--- config.mk ---
export PLATFORM = sky130hd
export DESIGN_NAME = decode_queue
export DESIGN_NICKNAME = d
export VERILOG_FILES = /design/src/rtl/decode_queue.sv
export SDC_FILE = /design/constraint.sdc
export NUM_CORES = 1
export LEC_CHECK = 0
export BUFFER_PORTS_ARGS = -buffer_cell sky130_fd_sc_hd__buf_2
export CORE_ASPECT_RATIO = 0.9
export CORE_MARGIN = 2
export CORE_UTILIZATION = 53
export CTS_CLUSTER_DIAMETER = 200
export DETAILED_ROUTE_END_ITERATION = 7
export PLACE_DENSITY_LB_ADDON = 0.25
export SYNTH_ARGS = -nofsm -noshare
export SYNTH_HDL_FRONTEND = slang
export SYNTH_SLANG_ARGS = --single-unit
--- constraint.sdc ---
create_clock -name clk -period 2.95 [get_ports clk]
set_input_delay 0.4425 -clock clk [delete_from_list [all_inputs] [get_ports clk]]
set_output_delay 0.4425 -clock clk [all_outputs]
set_load 0.05 [all_outputs]
--- src/rtl/decode_queue.sv ---
// decode_queue -- RV32I decode-at-enqueue instruction queue.
//
// Incoming instruction words are decoded at enqueue time and the decoded
// fields (not the raw word) are stored in a DEPTH-entry circular FIFO.
// The head entry drives the outputs combinationally from storage; every
// head field reads 0 while the queue is empty.
//
// Parameters:
//   DEPTH     : number of entries (power of two, >= 2)
//   DROP_ZERO : when 1, the all-zero word is a bubble. Its handshake
//               completes, but it is never enqueued.
//
// Optional feature (macro DECODE_QUEUE_ILLEGAL_EN):
//   Adds output 'illegal' for the head entry. Unsupported opcodes and R-type
//   words with a bad funct7 are flagged. They are still enqueued, with
//   RegWrite and BMS forced to 0.
//
// Ports:
//   clk, rst_n (async active-low), flush (sync clear)
//   in_valid / in_ready / instruction : enqueue handshake
//   out_valid / out_ready              : dequeue handshake
//   opcode, rd, rs1, rs2, func3, imm   : head decoded fields
//   LoadStore, ALUSrc, RegWrite, ALUControl, BMS : head control signals
//   count                              : occupancy
`timescale 1ns/1ps

module decode_queue #(
  parameter int DEPTH     = 4,
  parameter int DROP_ZERO = 1
) (
  input  logic                   clk,
  input  logic                   rst_n,
  input  logic                   flush,
  input  logic                   in_valid,
  output logic                   in_ready,
  input  logic [31:0]            instruction,
  output logic                   out_valid,
  input  logic                   out_ready,
  output logic [6:0]             opcode,
  output logic [4:0]             rd,
  output logic [4:0]             rs1,
  output logic [4:0]             rs2,
  output logic [2:0]             func3,
  output logic [31:0]            imm,
  output logic                   LoadStore,
  output logic                   ALUSrc,
  output logic                   RegWrite,
  output logic [3:0]             ALUControl,
  output logic                   BMS,
`ifdef DECODE_QUEUE_ILLEGAL_EN
  output logic                   illegal,
`endif
  output logic [$clog2(DEPTH):0] count
);

  localparam int PW = $clog2(DEPTH);
  localparam int CW = PW + 1;
  localparam logic [CW-1:0] DEPTH_C = CW'(DEPTH);

  localparam logic [6:0] OP_R   = 7'b0110011;
  localparam logic [6:0] OP_I   = 7'b0010011;
  localparam logic [6:0] OP_LD  = 7'b0000011;
  localparam logic [6:0] OP_ST  = 7'b0100011;
  localparam logic [6:0] OP_LUI = 7'b0110111;

  localparam logic [3:0] ALU_ADD   = 4'b0000;
  localparam logic [3:0] ALU_SUB   = 4'b0001;
  localparam logic [3:0] ALU_SLL   = 4'b0010;
  localparam logic [3:0] ALU_SLT   = 4'b0011;
  localparam logic [3:0] ALU_SLTU  = 4'b0100;
  localparam logic [3:0] ALU_XOR   = 4'b0101;
  localparam logic [3:0] ALU_SRL   = 4'b0110;
  localparam logic [3:0] ALU_SRA   = 4'b0111;
  localparam logic [3:0] ALU_OR    = 4'b1000;
  localparam logic [3:0] ALU_AND   = 4'b1001;
  localparam logic [3:0] ALU_PASSB = 4'b1010;

  typedef struct packed {
    logic [6:0]  opcode;
    logic [4:0]  rd;
    logic [4:0]  rs1;
    logic [4:0]  rs2;
    logic [2:0]  func3;
    logic [31:0] imm;
    logic        load_store;
    logic        alu_src;
    logic        reg_write;
    logic [3:0]  alu_ctl;
    logic        bms;
`ifdef DECODE_QUEUE_ILLEGAL_EN
    logic        illegal;
`endif
  } entry_t;

  function automatic entry_t decode(input logic [31:0] w);
    entry_t     e;
    logic [3:0] alu_base;
    e          = '0;
    e.opcode   = w[6:0];
    e.rd       = w[11:7];
    e.func3    = w[14:12];
    e.rs1      = w[19:15];
    e.rs2      = w[24:20];
    // Base operation from func3; the [30] alternates are applied per opcode.
    unique case (w[14:12])
      3'b000:  alu_base = ALU_ADD;
      3'b001:  alu_base = ALU_SLL;
      3'b010:  alu_base = ALU_SLT;
      3'b011:  alu_base = ALU_SLTU;
      3'b100:  alu_base = ALU_XOR;
      3'b101:  alu_base = ALU_SRL;
      3'b110:  alu_base = ALU_OR;
      default: alu_base = ALU_AND;
    endcase
    case (w[6:0])
      OP_R: begin
        e.reg_write = 1'b1;
        e.alu_ctl   = alu_base;
        if (w[30] && w[14:12] == 3'b000) e.alu_ctl = ALU_SUB;
        if (w[30] && w[14:12] == 3'b101) e.alu_ctl = ALU_SRA;
      end
      OP_I: begin
        e.alu_src   = 1'b1;
        e.reg_write = 1'b1;
        e.imm       = {{20{w[31]}}, w[31:20]};
        // addi has no subtract form, so only the shift uses [30].
        e.alu_ctl   = (w[30] && w[14:12] == 3'b101) ? ALU_SRA : alu_base;
      end
      OP_LD: begin
        e.load_store = 1'b1;
        e.alu_src    = 1'b1;
        e.reg_write  = 1'b1;
        e.imm        = {{20{w[31]}}, w[31:20]};
        e.alu_ctl    = ALU_ADD;
      end
      OP_ST: begin
        e.load_store = 1'b1;
        e.alu_src    = 1'b1;
        e.bms        = 1'b1;
        e.imm        = {{20{w[31]}}, w[31:25], w[11:7]};
        e.alu_ctl    = ALU_ADD;
      end
      OP_LUI: begin
        e.alu_src   = 1'b1;
        e.reg_write = 1'b1;
        e.imm       = {w[31:12], 12'b0};
        e.alu_ctl   = ALU_PASSB;
      end
      default: e.alu_ctl = ALU_ADD;
    endcase
`ifdef DECODE_QUEUE_ILLEGAL_EN
    if (!(w[6:0] inside {OP_R, OP_I, OP_LD, OP_ST, OP_LUI}) ||
        (w[6:0] == OP_R && w[31:25] != 7'b0000000 && w[31:25] != 7'b0100000)) begin
      e.illegal   = 1'b1;
      e.reg_write = 1'b0;
      e.bms       = 1'b0;
    end
`endif
    return e;
  endfunction

  entry_t          r_mem [DEPTH];
  logic [PW-1:0]   r_wr_ptr;
  logic [PW-1:0]   r_rd_ptr;
  logic [CW-1:0]   r_count;

  logic            w_push;
  logic            w_pop;
  logic            w_bubble;
  entry_t          w_dec;
  entry_t          w_head;

  assign in_ready  = (r_count < DEPTH_C);
  assign out_valid = (r_count != '0);
  assign count     = r_count;

  // A bubble still completes its handshake; it just never reaches storage.
  assign w_bubble  = (DROP_ZERO != 0) && (instruction == 32'd0);
  assign w_push    = in_valid && in_ready && !flush && !w_bubble;
  assign w_pop     = out_valid && out_ready && !flush;
  assign w_dec     = decode(instruction);

  // Control state: flush wins over any push/pop in the same cycle.
  always_ff @(posedge clk or negedge rst_n) begin
    if (!rst_n) begin
      r_wr_ptr <= '0;
      r_rd_ptr <= '0;
      r_count  <= '0;
    end else if (flush) begin
      r_wr_ptr <= '0;
      r_rd_ptr <= '0;
      r_count  <= '0;
    end else begin
      if (w_push) r_wr_ptr <= r_wr_ptr + PW'(1);
      if (w_pop)  r_rd_ptr <= r_rd_ptr + PW'(1);
      case ({w_push, w_pop})
        2'b10:   r_count <= r_count + CW'(1);
        2'b01:   r_count <= r_count - CW'(1);
        default: r_count <= r_count;
      endcase
    end
  end

  // Storage is data only; occupancy gating makes stale entries invisible.
  always_ff @(posedge clk) begin
    if (w_push) r_mem[r_wr_ptr] <= w_dec;
  end

  assign w_head     = out_valid ? r_mem[r_rd_ptr] : '0;

  assign opcode     = w_head.opcode;
  assign rd         = w_head.rd;
  assign rs1        = w_head.rs1;
  assign rs2        = w_head.rs2;
  assign func3      = w_head.func3;
  assign imm        = w_head.imm;
  assign LoadStore  = w_head.load_store;
  assign ALUSrc     = w_head.alu_src;
  assign RegWrite   = w_head.reg_write;
  assign ALUControl = w_head.alu_ctl;
  assign BMS        = w_head.bms;
`ifdef DECODE_QUEUE_ILLEGAL_EN
  assign illegal    = w_head.illegal;
`endif

endmodule

==> reports/metrics.cfg, run 1 <==
[status]
status = completed

[critical_path]
reg2reg_to = count[2]
worstReg2RegStart = count[2]
startpoint_type = flip-flop
crit_required_ns = 2.51
cp-end-kind = output port
r2r_slack_ns = 0.64
rr_worst_depth = 7
critPathKind = flip-flop to output port
worstPathMaxFanout = 68
worstPathArrival_ns = 2.39

[yosys]
synth_commonest_cells = 260 x edfxtp_1, 78 x and2_1, 65 x mux4_2
yosys-top-cells-area = edfxtp_1 72%, mux4_2 14%, and2_1 4.5%
async_flop_share_pct = 2.62
syn_nets = 597
syn_avg_cell_area_um2 = 19.5
ys.flop_type = edfxtp_1
synth_top_area_cell = edfxtp_1
synth_seq_area_share_pct = 73.9
synth_edf_count = 260
synthCells = 555
yosysMostFrequentCell = edfxtp_1
ys_types = 39
syn_area_mm2 = 0.0108
synth_warnings = 0
synth_top_area_share_pct = 72.3
ys_ff_latch = 267

[cells_and_area]
nets = 718
areaGrowthSynthToFinish_pct = 16.4
num-fill-cells = 1425
drive_gt1_share_pct = 33.9
utilization_pct = 62.9
n_antenna_cell = 0

[grt]
grt_pass1_wl_um = 34300
antenna_found_initial = 1
grt_usage_pct = 21.1
grt_pass1_vias = 5672
grt_overflow = 0
grt_start_max_net_pins = 69

[worst_hold_path]
hold_path_class = input port to flip-flop
whs_path_depth = 1
min_to = r_mem[0][61]
min_from = instruction[3]

[detailed_routing]
vias = 5548
avgRoutedWirePerCell_um = 23.4
ant_nets = 0
vias_per_cell = 5.83
drc = 0
drtIter0Drc = 386
routed_wl_um = 22300
firstDrtPassIters = 4

[power]
pwr-share-clk_pct = 34.7
powerDensity_mw_per_mm2 = 700
combPwrFrac_pct = 16.7
pwr-share-seq_pct = 48.6
p_switching_mw = 2.37
swShare_pct = 26.9
power.internal_mw = 6.44
peakVddDrop_uv = 487
p_leak_nw = 4.70

[cts]
insertion_delay_ns = 0.52
h-tree-depth = 1
cts_tree = done
clockRootBuffer = clkbuf_16
cts.path.max_buffers = 3
cts.reportedPaths.clkPinSlew_ns = 0.07
post_cts_buffers = 0
clock-sinks = 267
cts_buffers = 26

[floorplanning]
rows = 49
start_util_pct = 54.0
die_w_um = 154
die-area_mm2 = 0.0215
core_mm2 = 0.0200
fp.dieH_um = 139
io-pin-count = 107

[place]
place_hpwl_um = 14000
place_congestion = 0.797
io_buffers = 106

[sta]
worstMarginPinSlew_ns = 0.648
clock_skew_ns = 0.0110
fin_crit_ns = 2.83
setup_tns_ns = 0
setup-violations-final = 0
final_hold_viol_count = 0
period_share_pct = 95.9
fmax_mhz = 354
holdWs_ns = 0.174
slew_headroom_pct = 56.8
rsz0062_at_grt = no
maxSlewViolCount = 0

[job]
drv_cap = 0

## worst max-delay path by stage
stage                    start            to  depth (start not counted)
2_1_floorplan         count[2]     opcode[0]                          4
3_3_place_gp   instruction[15]  r_mem[1][19]                          7
3_5_place_dp   instruction[15]      count[1]                          8
6_report              count[2]        rs2[2]                          4
4_1_cts               count[2]       imm[30]                          4
5_1_grt               count[2]       imm[30]                          4
## per-layer routing
layer	vias up	routed length, um	track usage [%]
met1	2891	9860	31.5
met4	2	363	3.85
met3	32	1310	3.74
li1	2454	-	-
met5	-	11	0
met2	169	10700	33.7
## worst max-delay path, stage by stage, from the launching register on
cell and delay (ns):
dfrtp_1 0.48, or3_2 0.52, buf_4 0.35, and2_1 0.27
buf_2 0.22
## cells by family after synthesis
kind of cell	share of synthesized area, %
adders and majority gates	0.649
DFF	73.9
muxes	13.7
AOI/OAI and AO/OA	2.64
and+or+nand+nor	7.21
buffers and inverters	1.53
xor gates and xnor gates	0.324
## metrics by stage
stage	std cells	instance area [um^2]	power [mW]	setup slack, ns
2_1_floorplan	555	10800	5.43	0.368
3_3_place_gp	902	11800	5.83	0.198
3_5_place_dp	902	11800	5.84	0.181
4_1_cts	951	12600	8.87	0.0999
5_1_grt	951	12600	9.07	0.0474
6_report	951	12600	8.80	0.122
## cells in the final DEF (no fill, tap or decap), types with 3 or more instances in the layout
cell type and n:
and2_2 4, clkbuf_1 6, buf_12 9, nor2_1 13, nor4_1 7, a21o_1 19
a21oi_1 13, buf_2 106, clkinv_2 7, dfrtp_1 5, edfxtp_1 260, nor3_1 3
nand2_1 8, buf_4 8, clkbuf_16 27, nand4b_1 3, nor2b_1 6, and2_1 74
mux4_2 65, ha_1 4, inv_1 8, clkinv_1 4
## power by group through the flow
stage | Combinational, mW | Clock, mW | Sequential (mW)
floorplan | 1.08 | 0 | 4.36
global placement | 1.48 | 0 | 4.35
detailed placement | 1.49 | 0 | 4.36
CTS | 1.49 | 3.10 | 4.28
global route | 1.56 | 3.24 | 4.28
finish | 1.47 | 3.06 | 4.28
## layout make-up
cell class | instances | area, um^2 | share of cell area [%]
inverters | 8 | 30.0 | 0.239
clock buffers | 35 | 726 | 5.77
well taps | 255 | 319 | 2.54
repair buffers | 124 | 781 | 6.21
flip-flops and latches | 267 | 7990 | 63.5
multi-input cells | 249 | 2660 | 21.1
clock inverters | 13 | 73.8 | 0.587
## registers in the layout, summed over array words and instances (netlist names)
signal and count:
count 3, r_mem 260, r_rd_ptr 2, r_wr_ptr 2
## repair_timing
action,in CTS,in global routing
resized for setup,0,0
setup endpoints to repair,0,0
hold buffers,1,0
hold endpoints to repair,7,0
No activity file was read; power rests on OpenSTA's default activity.
==> inputs of run 2 (changes only) <==
Settings changed: BUFFER_PORTS_ARGS -buffer_cell sky130_fd_sc_hd__buf_2 to -buffer_cell sky130_fd_sc_hd__clkbuf_2.
==> run 2 against run 1 <==
  * Die area is the same
  * Global-route usage barely moved
  * Critical path depth did not move
  * Clock power up 21%
  * Final area increased by 0.97%
  * Setup slack improved by 0.014 ns
==> reports/metrics.cfg, run 2 (synthesized netlist as in run 1, its figures left out) <==
[cells_and_area]
drive_gt1_share_pct = 34.8  ; +0.86 points
n_antenna_cell = 0  ; unchanged
areaGrowthSynthToFinish_pct = 17.6
layout_commonest_cell = edfxtp_1
regMostFlops = r_mem
nets = 721  ; +0.42%
layout.cells.most_common_list = 260 x edfxtp_1, 106 x clkbuf_2, 74 x and2_1, 65 x mux4_2, 27 x clkbuf_16
final_area_mm2 = 0.0127  ; +0.97%
largest_reg_flops = 260  ; unchanged

[power]
powerDensity_mw_per_mm2 = 743  ; +6.2%
peakVddDrop_uv = 429  ; -12%
swShare_pct = 25.2  ; -1.7 points
pwr-share-seq_pct = 45.3  ; -3.3 points
p_leak_nw = 4.74  ; +0.76%
power.internal_mw = 7.06  ; +9.7%
combPwrFrac_pct = 15.5  ; -1.2 points
pwr-share-clk_pct = 39.3  ; +4.6 points
p_switching_mw = 2.38  ; +0.57%

[sta]
fin_crit_ns = 2.81  ; -0.0139 ns
maxSlewViolCount = 0  ; unchanged
period_share_pct = 95.4  ; -0.47 points
fmax_mhz = 355  ; +0.49%
rsz0062_at_grt = no
setup_tns_ns = 0  ; unchanged
setup-violations-final = 0  ; unchanged
slew_headroom_pct = 59.6  ; +2.8 points
clock_skew_ns = 0.00733  ; -0.00363 ns
finalWorstSetupSlack_ns = 0.135  ; +0.0139 ns
worstMarginPinSlew_ns = 0.605  ; -0.0423 ns
final_hold_viol_count = 0  ; unchanged

[floorplanning]
die-area_mm2 = 0.0215  ; unchanged
start_util_pct = 54.0  ; unchanged
die_w_um = 154  ; unchanged
io-pin-count = 107  ; unchanged
fp.dieH_um = 139  ; unchanged
rows = 49  ; unchanged
core_mm2 = 0.0200  ; unchanged

[critical_path]
crit_required_ns = 2.51  ; about the same
worstPathArrival_ns = 2.37  ; -0.02 ns
critPathCapture = rs2[4]
cp-end-kind = output port
startpoint_type = flip-flop
startpoint = count[2]
critPathKind = flip-flop to output port
rr_worst_depth = 7  ; unchanged
worstPathMaxFanout = 68  ; unchanged
worstReg2RegStart = count[2]
reg2reg_to = count[2]
r2r_slack_ns = 0.74  ; +0.10 ns

[cts]
cts_tree = done
cts_buffers = 26  ; unchanged
clock-sinks = 267  ; unchanged
insertion_delay_ns = 0.52  ; about the same
cts.reportedPaths.clkPinSlew_ns = 0.06  ; about the same
h-tree-depth = 1  ; unchanged
cts.path.max_buffers = 3  ; unchanged
clockRootBuffer = clkbuf_16
post_cts_buffers = 0  ; unchanged

[worst_hold_path]
hold_path_class = input port to flip-flop

[place]
placed_area_mm2 = 0.0117  ; -0.55%
io_buffers = 106  ; unchanged
pre_cts_slack_ns = 0.271  ; +0.0900 ns
place_hpwl_um = 13800  ; -1.1%
place_congestion = 0.780  ; -2.1%

[detailed_routing]
vias_per_cell = 5.90  ; +1.1%
dr_wl_met2_um = 10800  ; +1.1%
met1_length_um = 9530  ; -3.4%
top_layer_used = met4
vias = 5624  ; +1.4%
dr_wl_met3_um = 1480  ; +12%
avgRoutedWirePerCell_um = 23.5  ; +0.20%
routed_wl_um = 22400  ; +0.52%
firstDrtPassIters = 4  ; unchanged
drc = 0  ; unchanged
drtIter0Drc = 377  ; -2.3%
ant_nets = 0  ; unchanged

[grt]
grt_overflow = 0  ; unchanged
grt_pass1_wl_um = 34200  ; -0.22%
grt_usage_pct = 21.1  ; +0.022 points
antenna_found_initial = 0  ; -1
grt_start_max_net_pins = 69  ; unchanged
grt_pass1_vias = 5775  ; +1.8%

[status]
status = completed

[job]
drv_cap = 0  ; unchanged

[run 2: cell types whose count changed in the layout (fill, tap and decap cells not counted), sizes merged]
cell and delta:
buf -103, bufinv +8, clkbuf +101, clkinv -4, clkinvlp +1
[run 2: worst min-delay path by stage]
| stage | startpoint | end | cells after the start |
|---|---|---|---|
| floorplan | rst_n | count[0] | 0 |
| global placement | rst_n | r_rd_ptr[0] | 1 |
| detailed placement | rst_n | r_rd_ptr[0] | 1 |
| CTS | instruction[3] | r_mem[2][61] | 1 |
| global route | instruction[3] | r_mem[2][61] | 1 |
| finish | instruction[3] | r_mem[2][61] | 1 |
[run 2: power groups by stage]
stage / Clock, mW / Combinational, mW / Sequential [mW]
2_1_floorplan: 0 / 1.08 / 4.36
3_3_place_gp: 0 / 1.47 / 4.35
3_5_place_dp: 0 / 1.48 / 4.35
4_1_cts: 3.76 / 1.48 / 4.27
5_1_grt: 3.91 / 1.55 / 4.28
6_report: 3.71 / 1.46 / 4.27
[run 2: worst max-delay path, cell delays in order, from the launching register on]
cell and delay, ns:
dfrtp_1 0.47, or3_2 0.52, buf_4 0.33, and2_1 0.26
clkbuf_2 0.25
[run 2: layout make-up]
cell class / instances / area (um^2)
Clock buffer: 30 / 687
Fill cell: 1423 / 7290
Timing Repair Buffer: 127 / 723
Multi-Input combinational cell: 249 / 2660
Tap cell: 255 / 319
Clock inverter: 18 / 292
Inverter: 8 / 30.0
Sequential cell: 267 / 7990
[run 2: through the flow]
step	instances	hold slack (ns)	util, %	power, mW
floorplan	555	0.147	-	5.43
global placement	905	0.297	58.5	5.81
detailed placement	905	0.302	58.5	5.83
CTS	954	0.163	63.5	9.51
global route	954	0.178	63.5	9.73
finish	954	0.181	63.5	9.44
[run 2: what timing repair did]
item,CTS,global route
endpoints found under the hold margin,7,0
endpoints found under the setup margin,0,2
hold buffers,1,0
gates resized for setup,0,1
[run 2: routing by layer]
layer / track usage (%) / up-vias
met5: 0 / -
met4: 6.19 / 0
met3: 4.14 / 39
met2: 33.8 / 218
met1: 30.2 / 2904
li1: - / 2463
